==> src/rtl/leaf_pkg.sv <==
// Shared widths and field layouts for the BFT leaf output path: the per-port
// control-register slice and the outbound packet format.
package leaf_pkg;

  localparam int DEF_PACKET_BITS   = 97;
  localparam int DEF_NUM_LEAF_BITS = 6;
  localparam int DEF_NUM_PORT_BITS = 4;
  localparam int DEF_NUM_ADDR_BITS = 7;
  localparam int DEF_PAYLOAD_BITS  = 64;
  localparam int DEF_NUM_OUT_PORTS = 7;

  // Per-port control slice, LSB first:
  // freespace, bram_addr, dst_port, dst_leaf, add_fs_en, upd_addr_en, upd_fs_en.
  localparam int SL_FS_LSB   = 0;
  localparam int SL_ADDR_LSB = SL_FS_LSB + DEF_NUM_ADDR_BITS;
  localparam int SL_PORT_LSB = SL_ADDR_LSB + DEF_NUM_ADDR_BITS;
  localparam int SL_LEAF_LSB = SL_PORT_LSB + DEF_NUM_PORT_BITS;
  localparam int SL_ADD_BIT  = SL_LEAF_LSB + DEF_NUM_LEAF_BITS;
  localparam int SL_UPDA_BIT = SL_ADD_BIT + 1;
  localparam int SL_UPDF_BIT = SL_UPDA_BIT + 1;
  localparam int SLICE_BITS  = SL_UPDF_BIT + 1;

  // Outbound packet fields.
  localparam int PKT_VALID_BIT   = DEF_PACKET_BITS - 1;
  localparam int PKT_LEAF_LSB    = PKT_VALID_BIT - DEF_NUM_LEAF_BITS;
  localparam int PKT_PORT_LSB    = PKT_LEAF_LSB - DEF_NUM_PORT_BITS;
  localparam int PKT_ADDR_LSB    = DEF_PAYLOAD_BITS;
  localparam int PKT_PAYLOAD_LSB = 0;

endpackage

==> src/rtl/leaf_out_arbiter_if.sv <==
// Bundle of the port-side and packet-side signals of the leaf output arbiter.
interface leaf_out_arbiter_if import leaf_pkg::*; #(
  parameter int PACKET_BITS   = DEF_PACKET_BITS,
  parameter int NUM_LEAF_BITS = DEF_NUM_LEAF_BITS,
  parameter int NUM_PORT_BITS = DEF_NUM_PORT_BITS,
  parameter int NUM_ADDR_BITS = DEF_NUM_ADDR_BITS,
  parameter int PAYLOAD_BITS  = DEF_PAYLOAD_BITS,
  parameter int NUM_OUT_PORTS = DEF_NUM_OUT_PORTS
);
  localparam int OUT_PORTS_REG_BITS = NUM_LEAF_BITS + NUM_PORT_BITS + 2*NUM_ADDR_BITS + 3;

  // Handshakes: a port word moves when i_valid[k] && o_ready[k] in one cycle;
  // a packet moves when o_packet_valid && i_packet_ready in one cycle.
  logic [OUT_PORTS_REG_BITS*NUM_OUT_PORTS-1:0] i_out_ctrl;
  logic [PAYLOAD_BITS*NUM_OUT_PORTS-1:0]       i_data;
  logic [NUM_OUT_PORTS-1:0]                    i_valid;
  logic [NUM_OUT_PORTS-1:0]                    o_ready;
  logic [PACKET_BITS-1:0]                      o_packet;
  logic                                        o_packet_valid;
  logic                                        i_packet_ready;

  modport master (
    output i_out_ctrl, i_data, i_valid, i_packet_ready,
    input  o_ready, o_packet, o_packet_valid
  );

  modport slave (
    input  i_out_ctrl, i_data, i_valid, i_packet_ready,
    output o_ready, o_packet, o_packet_valid
  );
endinterface

==> src/rtl/leaf_out_arbiter_rr.sv <==
// Combinational round-robin picker: first requester at or above ptr, wrapping.
module rr_arbiter #(
  parameter int N  = 7,
  parameter int IW = (N > 1) ? $clog2(N) : 1
) (
  input  logic [N-1:0]  req,
  input  logic [IW-1:0] ptr,
  output logic [N-1:0]  grant,
  output logic [IW-1:0] idx
);

  always_comb begin
    logic found;
    int   j;
    grant = '0;
    idx   = '0;
    found = 1'b0;
    j     = 0;
    for (int i = 0; i < N; i++) begin
      j = (int'(ptr) + i) % N;
      if (!found && req[j]) begin
        found    = 1'b1;
        grant[j] = 1'b1;
        idx      = IW'(j);
      end
    end
  end

endmodule

==> src/rtl/leaf_out_arbiter.sv <==
// Per-port credit/address tracking and round-robin launch of port words onto
// the leaf's single outbound packet stream through a one-entry output register.
module leaf_out_arbiter import leaf_pkg::*; #(
  parameter int PACKET_BITS   = DEF_PACKET_BITS,
  parameter int NUM_LEAF_BITS = DEF_NUM_LEAF_BITS,
  parameter int NUM_PORT_BITS = DEF_NUM_PORT_BITS,
  parameter int NUM_ADDR_BITS = DEF_NUM_ADDR_BITS,
  parameter int PAYLOAD_BITS  = DEF_PAYLOAD_BITS,
  parameter int NUM_OUT_PORTS = DEF_NUM_OUT_PORTS
) (
  input logic               clk,
  input logic               reset_n,
  leaf_out_arbiter_if.slave bus
);

  localparam int OUT_PORTS_REG_BITS = NUM_LEAF_BITS + NUM_PORT_BITS + 2*NUM_ADDR_BITS + 3;
  localparam int S        = OUT_PORTS_REG_BITS;
  localparam int IDX_BITS = (NUM_OUT_PORTS > 1) ? $clog2(NUM_OUT_PORTS) : 1;

  localparam int C_FS_LSB   = 0;
  localparam int C_ADDR_LSB = C_FS_LSB + NUM_ADDR_BITS;
  localparam int C_PORT_LSB = C_ADDR_LSB + NUM_ADDR_BITS;
  localparam int C_LEAF_LSB = C_PORT_LSB + NUM_PORT_BITS;
  localparam int C_ADD_BIT  = C_LEAF_LSB + NUM_LEAF_BITS;
  localparam int C_UPDA_BIT = C_ADD_BIT + 1;
  localparam int C_UPDF_BIT = C_UPDA_BIT + 1;

  localparam int P_LEAF_LSB = PACKET_BITS - 1 - NUM_LEAF_BITS;
  localparam int P_PORT_LSB = P_LEAF_LSB - NUM_PORT_BITS;

  localparam logic [NUM_ADDR_BITS-1:0] CREDIT_MAX = '1;

  logic [NUM_OUT_PORTS-1:0] upd_fs, upd_addr, add_fs, elig, grant, fire;
  logic [NUM_ADDR_BITS-1:0] fs_val   [NUM_OUT_PORTS];
  logic [NUM_ADDR_BITS-1:0] addr_val [NUM_OUT_PORTS];
  logic [NUM_LEAF_BITS-1:0] dst_leaf [NUM_OUT_PORTS];
  logic [NUM_PORT_BITS-1:0] dst_port [NUM_OUT_PORTS];
  logic [PAYLOAD_BITS-1:0]  payload  [NUM_OUT_PORTS];
  logic [NUM_ADDR_BITS-1:0] credit_q [NUM_OUT_PORTS];
  logic [NUM_ADDR_BITS-1:0] addr_q   [NUM_OUT_PORTS];

  logic [IDX_BITS-1:0]    rr_ptr_q, grant_idx;
  logic [PACKET_BITS-1:0] pkt_q, pkt_d;
  logic                   vld_q, slot_free, any_fire;

  // A port being reconfigured this cycle sits out of arbitration.
  for (genvar k = 0; k < NUM_OUT_PORTS; k++) begin : g_port
    assign upd_fs[k]   = bus.i_out_ctrl[k*S + C_UPDF_BIT];
    assign upd_addr[k] = bus.i_out_ctrl[k*S + C_UPDA_BIT];
    assign add_fs[k]   = bus.i_out_ctrl[k*S + C_ADD_BIT];
    assign fs_val[k]   = bus.i_out_ctrl[k*S + C_FS_LSB   +: NUM_ADDR_BITS];
    assign addr_val[k] = bus.i_out_ctrl[k*S + C_ADDR_LSB +: NUM_ADDR_BITS];
    assign dst_port[k] = bus.i_out_ctrl[k*S + C_PORT_LSB +: NUM_PORT_BITS];
    assign dst_leaf[k] = bus.i_out_ctrl[k*S + C_LEAF_LSB +: NUM_LEAF_BITS];
    assign payload[k]  = bus.i_data[k*PAYLOAD_BITS +: PAYLOAD_BITS];
    assign elig[k]     = bus.i_valid[k] && (credit_q[k] != '0) && !upd_fs[k] && !upd_addr[k];
  end

  rr_arbiter #(.N(NUM_OUT_PORTS), .IW(IDX_BITS)) u_rr (
    .req   (elig),
    .ptr   (rr_ptr_q),
    .grant (grant),
    .idx   (grant_idx)
  );

  assign slot_free   = !vld_q || bus.i_packet_ready;
  assign fire        = (reset_n && slot_free) ? grant : '0;
  assign any_fire    = |fire;
  assign bus.o_ready = fire;

  always_comb begin
    pkt_d = '0;
    pkt_d[PACKET_BITS-1]                      = 1'b1;
    pkt_d[P_LEAF_LSB +: NUM_LEAF_BITS]        = dst_leaf[grant_idx];
    pkt_d[P_PORT_LSB +: NUM_PORT_BITS]        = dst_port[grant_idx];
    pkt_d[PAYLOAD_BITS +: NUM_ADDR_BITS]      = addr_q[grant_idx];
    pkt_d[PAYLOAD_BITS-1:0]                   = payload[grant_idx];
  end

  always_ff @(posedge clk) begin
    if (!reset_n) begin
      for (int k = 0; k < NUM_OUT_PORTS; k++) begin
        credit_q[k] <= '0;
        addr_q[k]   <= '0;
      end
    end else begin
      for (int k = 0; k < NUM_OUT_PORTS; k++) begin
        // Add and fire together cancel out.
        if (upd_fs[k])                  credit_q[k] <= fs_val[k];
        else if (add_fs[k] && fire[k])  credit_q[k] <= credit_q[k];
        else if (add_fs[k]) begin
          if (credit_q[k] != CREDIT_MAX) credit_q[k] <= credit_q[k] + 1'b1;
        end
        else if (fire[k])               credit_q[k] <= credit_q[k] - 1'b1;

        if (upd_addr[k])    addr_q[k] <= addr_val[k];
        else if (fire[k])   addr_q[k] <= addr_q[k] + 1'b1;
      end
    end
  end

  always_ff @(posedge clk) begin
    if (!reset_n) begin
      rr_ptr_q <= '0;
      vld_q    <= 1'b0;
      pkt_q    <= '0;
    end else begin
      if (any_fire) begin
        rr_ptr_q <= (grant_idx == IDX_BITS'(NUM_OUT_PORTS-1)) ? '0 : grant_idx + 1'b1;
        vld_q    <= 1'b1;
        pkt_q    <= pkt_d;
      end else if (slot_free) begin
        vld_q    <= 1'b0;
      end
    end
  end

  assign bus.o_packet       = pkt_q;
  assign bus.o_packet_valid = vld_q;

endmodule

==> src/flat_wrapper.sv <==
// flat-port wrapper written by rule: the top's interface ports become plain ports
module leaf_out_arbiter_flat import leaf_pkg::*;
#(
  parameter int PACKET_BITS   = DEF_PACKET_BITS,
  parameter int NUM_LEAF_BITS = DEF_NUM_LEAF_BITS,
  parameter int NUM_PORT_BITS = DEF_NUM_PORT_BITS,
  parameter int NUM_ADDR_BITS = DEF_NUM_ADDR_BITS,
  parameter int PAYLOAD_BITS  = DEF_PAYLOAD_BITS,
  parameter int NUM_OUT_PORTS = DEF_NUM_OUT_PORTS
)
  (clk, reset_n, bus_i_out_ctrl, bus_i_data, bus_i_valid, bus_i_packet_ready, bus_o_ready, bus_o_packet, bus_o_packet_valid);
  leaf_out_arbiter_if #(.PACKET_BITS(PACKET_BITS), .NUM_LEAF_BITS(NUM_LEAF_BITS), .NUM_PORT_BITS(NUM_PORT_BITS), .NUM_ADDR_BITS(NUM_ADDR_BITS), .PAYLOAD_BITS(PAYLOAD_BITS), .NUM_OUT_PORTS(NUM_OUT_PORTS)) bus_i ();
  input logic clk;
  input logic reset_n;
  input wire logic [$bits(bus_i.i_out_ctrl)-1:0] bus_i_out_ctrl;
  input wire logic [$bits(bus_i.i_data)-1:0] bus_i_data;
  input wire logic [$bits(bus_i.i_valid)-1:0] bus_i_valid;
  input wire logic [$bits(bus_i.i_packet_ready)-1:0] bus_i_packet_ready;
  output wire logic [$bits(bus_i.o_ready)-1:0] bus_o_ready;
  output wire logic [$bits(bus_i.o_packet)-1:0] bus_o_packet;
  output wire logic [$bits(bus_i.o_packet_valid)-1:0] bus_o_packet_valid;
  assign bus_i.i_out_ctrl = bus_i_out_ctrl;
  assign bus_i.i_data = bus_i_data;
  assign bus_i.i_valid = bus_i_valid;
  assign bus_i.i_packet_ready = bus_i_packet_ready;
  assign bus_o_ready = bus_i.o_ready;
  assign bus_o_packet = bus_i.o_packet;
  assign bus_o_packet_valid = bus_i.o_packet_valid;
  leaf_out_arbiter #(.PACKET_BITS(PACKET_BITS), .NUM_LEAF_BITS(NUM_LEAF_BITS), .NUM_PORT_BITS(NUM_PORT_BITS), .NUM_ADDR_BITS(NUM_ADDR_BITS), .PAYLOAD_BITS(PAYLOAD_BITS), .NUM_OUT_PORTS(NUM_OUT_PORTS)) u_core (.clk(clk), .reset_n(reset_n), .bus(bus_i));
endmodule
==> config.mk <==
export PLATFORM = sky130hd
export DESIGN_NAME = leaf_out_arbiter_flat
export DESIGN_NICKNAME = d
export VERILOG_FILES = /design/src/rtl/leaf_pkg.sv /design/src/rtl/leaf_out_arbiter_if.sv /design/src/rtl/leaf_out_arbiter_rr.sv /design/src/rtl/leaf_out_arbiter.sv /design/src/flat_wrapper.sv
export SDC_FILE = /design/constraint.sdc
export NUM_CORES = 1
export LEC_CHECK = 0
export ABC_AREA = 1
export CORE_AREA = 2 2 296 298
export CTS_BUF_LIST = sky130_fd_sc_hd__clkbuf_4 sky130_fd_sc_hd__clkbuf_8
export DETAILED_ROUTE_END_ITERATION = 6
export DIE_AREA = 0 0 298 300
export GPL_ROUTABILITY_DRIVEN = 0
export PLACE_DENSITY = 0.5
export RECOVER_POWER = 25
export SKIP_LAST_GASP = 1
export SYNTH_ARGS = -nofsm -noshare
export SYNTH_HDL_FRONTEND = slang
export SYNTH_SLANG_ARGS = --single-unit
==> constraint.sdc <==
create_clock -name clk -period 12.8 [get_ports clk]
set_clock_uncertainty 0.15 [all_clocks]
set_input_delay 2.56 -clock clk [delete_from_list [all_inputs] [get_ports clk]]
set_output_delay 2.56 -clock clk [all_outputs]
set_load 0.005 [all_outputs]
==> impl_metrics.env <==
export IMPL_outcome="finished, final reports clean"
export IMPL_worstPathRequired_ns=10.09
export IMPL_drt_total_wl_mm=113
export IMPL_antenna_found_initial=27
export IMPL_die_height_um=300
export IMPL_drt_initial_drc_count=2236
export IMPL_yosys_area_top_type="nand3_1"
export IMPL_yosysWarnings=0
export IMPL_whs_endpoint="u_core.bus.o_packet[96]"
export IMPL_path_clk_slew_ns=0.12
export IMPL_final_area_sq_um=29800
export IMPL_die_area_sq_um=89400
export IMPL_synth_ff_type="edfxtp_1"
export IMPL_critical_path_class="in2out"
export IMPL_maxSlewHeadroom=0.201
export IMPL_postCtsSetupBuffers=0
export IMPL_synth_area_leaders="nand3_1 (19%), nand2_1 (14%), edfxtp_1 (14%)"
export IMPL_cts_made_buffers=17
export IMPL_grt_max_degree=172
export IMPL_start_util=0.248
export IMPL_cts_tree="done"
export IMPL_cp_arrival_ns=7.08
export IMPL_finalSetupViolations=0
export IMPL_r2r_start="u_core.rr_ptr_q[1]"
export IMPL_dp_hpwl_mm=87.1
export IMPL_synth_edf_count=98
export IMPL_clkSinkCount=184
export IMPL_holdPathStages=2
export IMPL_firstDrtPassIters=5
export IMPL_viasPerCell=4.79
export IMPL_postPlaceCellArea_sq_um=29300
export IMPL_synth_lib_cells_used_distinct=57
export IMPL_hold_violations=0
export IMPL_htreeDepth=4
export IMPL_ctsResizeCount=0
export IMPL_rrSetupSlack_ns=4.49
export IMPL_clkLatencyLatePin_ns=0.60
export IMPL_critPathMaxFanout=11
export IMPL_port_buffers=736
export IMPL_grt_first_pass_wirelength_mm=163
export IMPL_ant_nets=0
export IMPL_drive_gt1_frac=0.0545
export IMPL_syn2layout_area_growth_pct=39.3
export IMPL_yosysTopAreaCellShare=0.192
export IMPL_min_period_ns=9.79
export IMPL_core_area_sq_um=86200
export IMPL_clockRootBuffer="clkbuf_8"
export IMPL_tns_ns=0
export IMPL_clock_path_buffers=2
export IMPL_worstMarginPinSlew_ns=1.19
export IMPL_wl_per_cell_um=21.1
export IMPL_whs_ns=0.344
export IMPL_hold_path_class="reg2reg"
export IMPL_synth_avg_cell_area_sq_um=5.96
export IMPL_r2r_end="u_core.bus.o_packet[5]"
export IMPL_drv_slew=0
export IMPL_hold_start="u_core.bus.o_packet[96]"
export IMPL_die_x_um=298
export IMPL_synth_seq_cells=184
export IMPL_period_share=0.765
export IMPL_reg2regPathDepth=28
export IMPL_vias=25600
export IMPL_cap_viol_max_count=0
export IMPL_synth_seq_area_share=0.218
export IMPL_holdBufCountCts=0
export IMPL_netlist_area_sq_um=21400
export IMPL_rows=108
export IMPL_pin_count=752
export IMPL_cp_start_kind="primary input"
export IMPL_rsz0062_at_grt="false"
export IMPL_async_flop_share=0
export IMPL_drc_errors=0
export IMPL_synthCells=3587
export IMPL_grt_pass1_vias=24400
export IMPL_grt_overflow=0
export IMPL_fmax_mhz=102
export IMPL_final_nets=4872
export IMPL_end_kind="output pin"
export IMPL_track_usage=0.243
==> sequential cells by signal, summed over array words and instances (netlist names) <==
signal / count
u_core.bus.o_packet: 82
u_core.addr_q: 49
u_core.bus.o_packet_valid: 1
u_core.rr_ptr_q: 3
u_core.credit_q: 49
==> layout by cell type, fill, tap and decap left out, drive strengths merged, types with 12 or more instances in the layout <==
master	n
xnor2	19
dfxtp	86
clkbuf	17
nand2	831
edfxtp	98
buf	27
nand4	25
dlygate4sd3	83
o21ai	215
a21oi	143
xor2	73
nand3b	12
inv	659
ha	56
nor3	45
clkdlybuf4s50	652
nand3	867
conb	15
nor2	197
diode	15
==> synthesized netlist by cell type, types with 45 or more instances <==
library cell / instances
nand3_1: 819
nand2_1: 797
inv_1: 630
nor2_1: 174
o21ai_0: 119
buf_2: 113
a21oi_1: 107
edfxtp_1: 98
o21ai_1: 93
dfxtp_1: 86
xor2_1: 73
ha_1: 56
nand3_2: 46
clkbuf_1: 45
==> critical path, cell delays in order <==
cell and delay (ns):
clkdlybuf4s50_1 0.43, inv_1 0.08, nand3_1 0.12, nor2_1 0.48, inv_1 0.18, o21ai_0 0.20, nand2_1 0.11, nand3b_4 0.26
nand3_1 0.19, o21ai_0 0.09, nor2_1 0.16, nand3_1 0.12, o21ai_0 0.94, clkinv_1 0.52, clkdlybuf4s50_1 0.62
==> how the worst max path moves through the flow <==
stage / start / end / slack [ns] / cells past startpoint
floorplan: bus_i_out_ctrl[187] / bus_o_ready[2] / 5.74 / 18
global placement: bus_i_out_ctrl[188] / bus_o_ready[3] / 3.60 / 17
detailed placement: bus_i_out_ctrl[188] / bus_o_ready[3] / 3.59 / 17
CTS: bus_i_out_ctrl[188] / bus_o_ready[3] / 3.57 / 17
global route: u_core.rr_ptr_q[1] / bus_o_ready[1] / 2.28 / 21
finish: bus_i_out_ctrl[188] / bus_o_ready[1] / 3.01 / 15
==> through the flow <==
step / cells / util / setup slack, ns
floorplan: 3601 / - / 5.74
global placement: 5304 / 0.340 / 3.60
detailed placement: 5304 / 0.340 / 3.59
CTS: 5336 / 0.346 / 3.57
global route: 5346 / 0.345 / 2.28
finish: 5351 / 0.345 / 3.01
==> logic make-up (layout without fill, tap and decap cells) <==
kind of cell | after synthesis | count (layout) | synth area share
buffers and inverters | 865 | 1445 | 0.170
flip-flops | 184 | 184 | 0.218
other | 1 | 30 | 0.000176
AND/OR/NAND/NOR | 1991 | 1991 | 0.435
XOR/XNOR | 92 | 92 | 0.0377
AO/OA/AOI/OAI | 397 | 397 | 0.105
adder cells (fa/ha/maj) | 57 | 57 | 0.0337
==> final cells by class <==
class                           instances  area, sq um
Antenna cell                           15         37.5
Timing Repair Buffer                  762         7570
Fill cell                            9710        56400
Tap cell                             1155         1450
Inverter                              651         2450
Sequential cell                       184         4660
Clock inverter                         15          226
Clock buffer                           17          234
Multi-Input combinational cell       2552        13100
==> layer usage <==
metal,routed length (um),track usage
met3,7530,0.0470
met4,3190,0.0768
met1,47600,0.307
met5,99,0
met2,54400,0.417
Power is left out: the tool's default activity adds up to more than one toggle a clock period on the data nets, which glitch-free logic cannot reach.
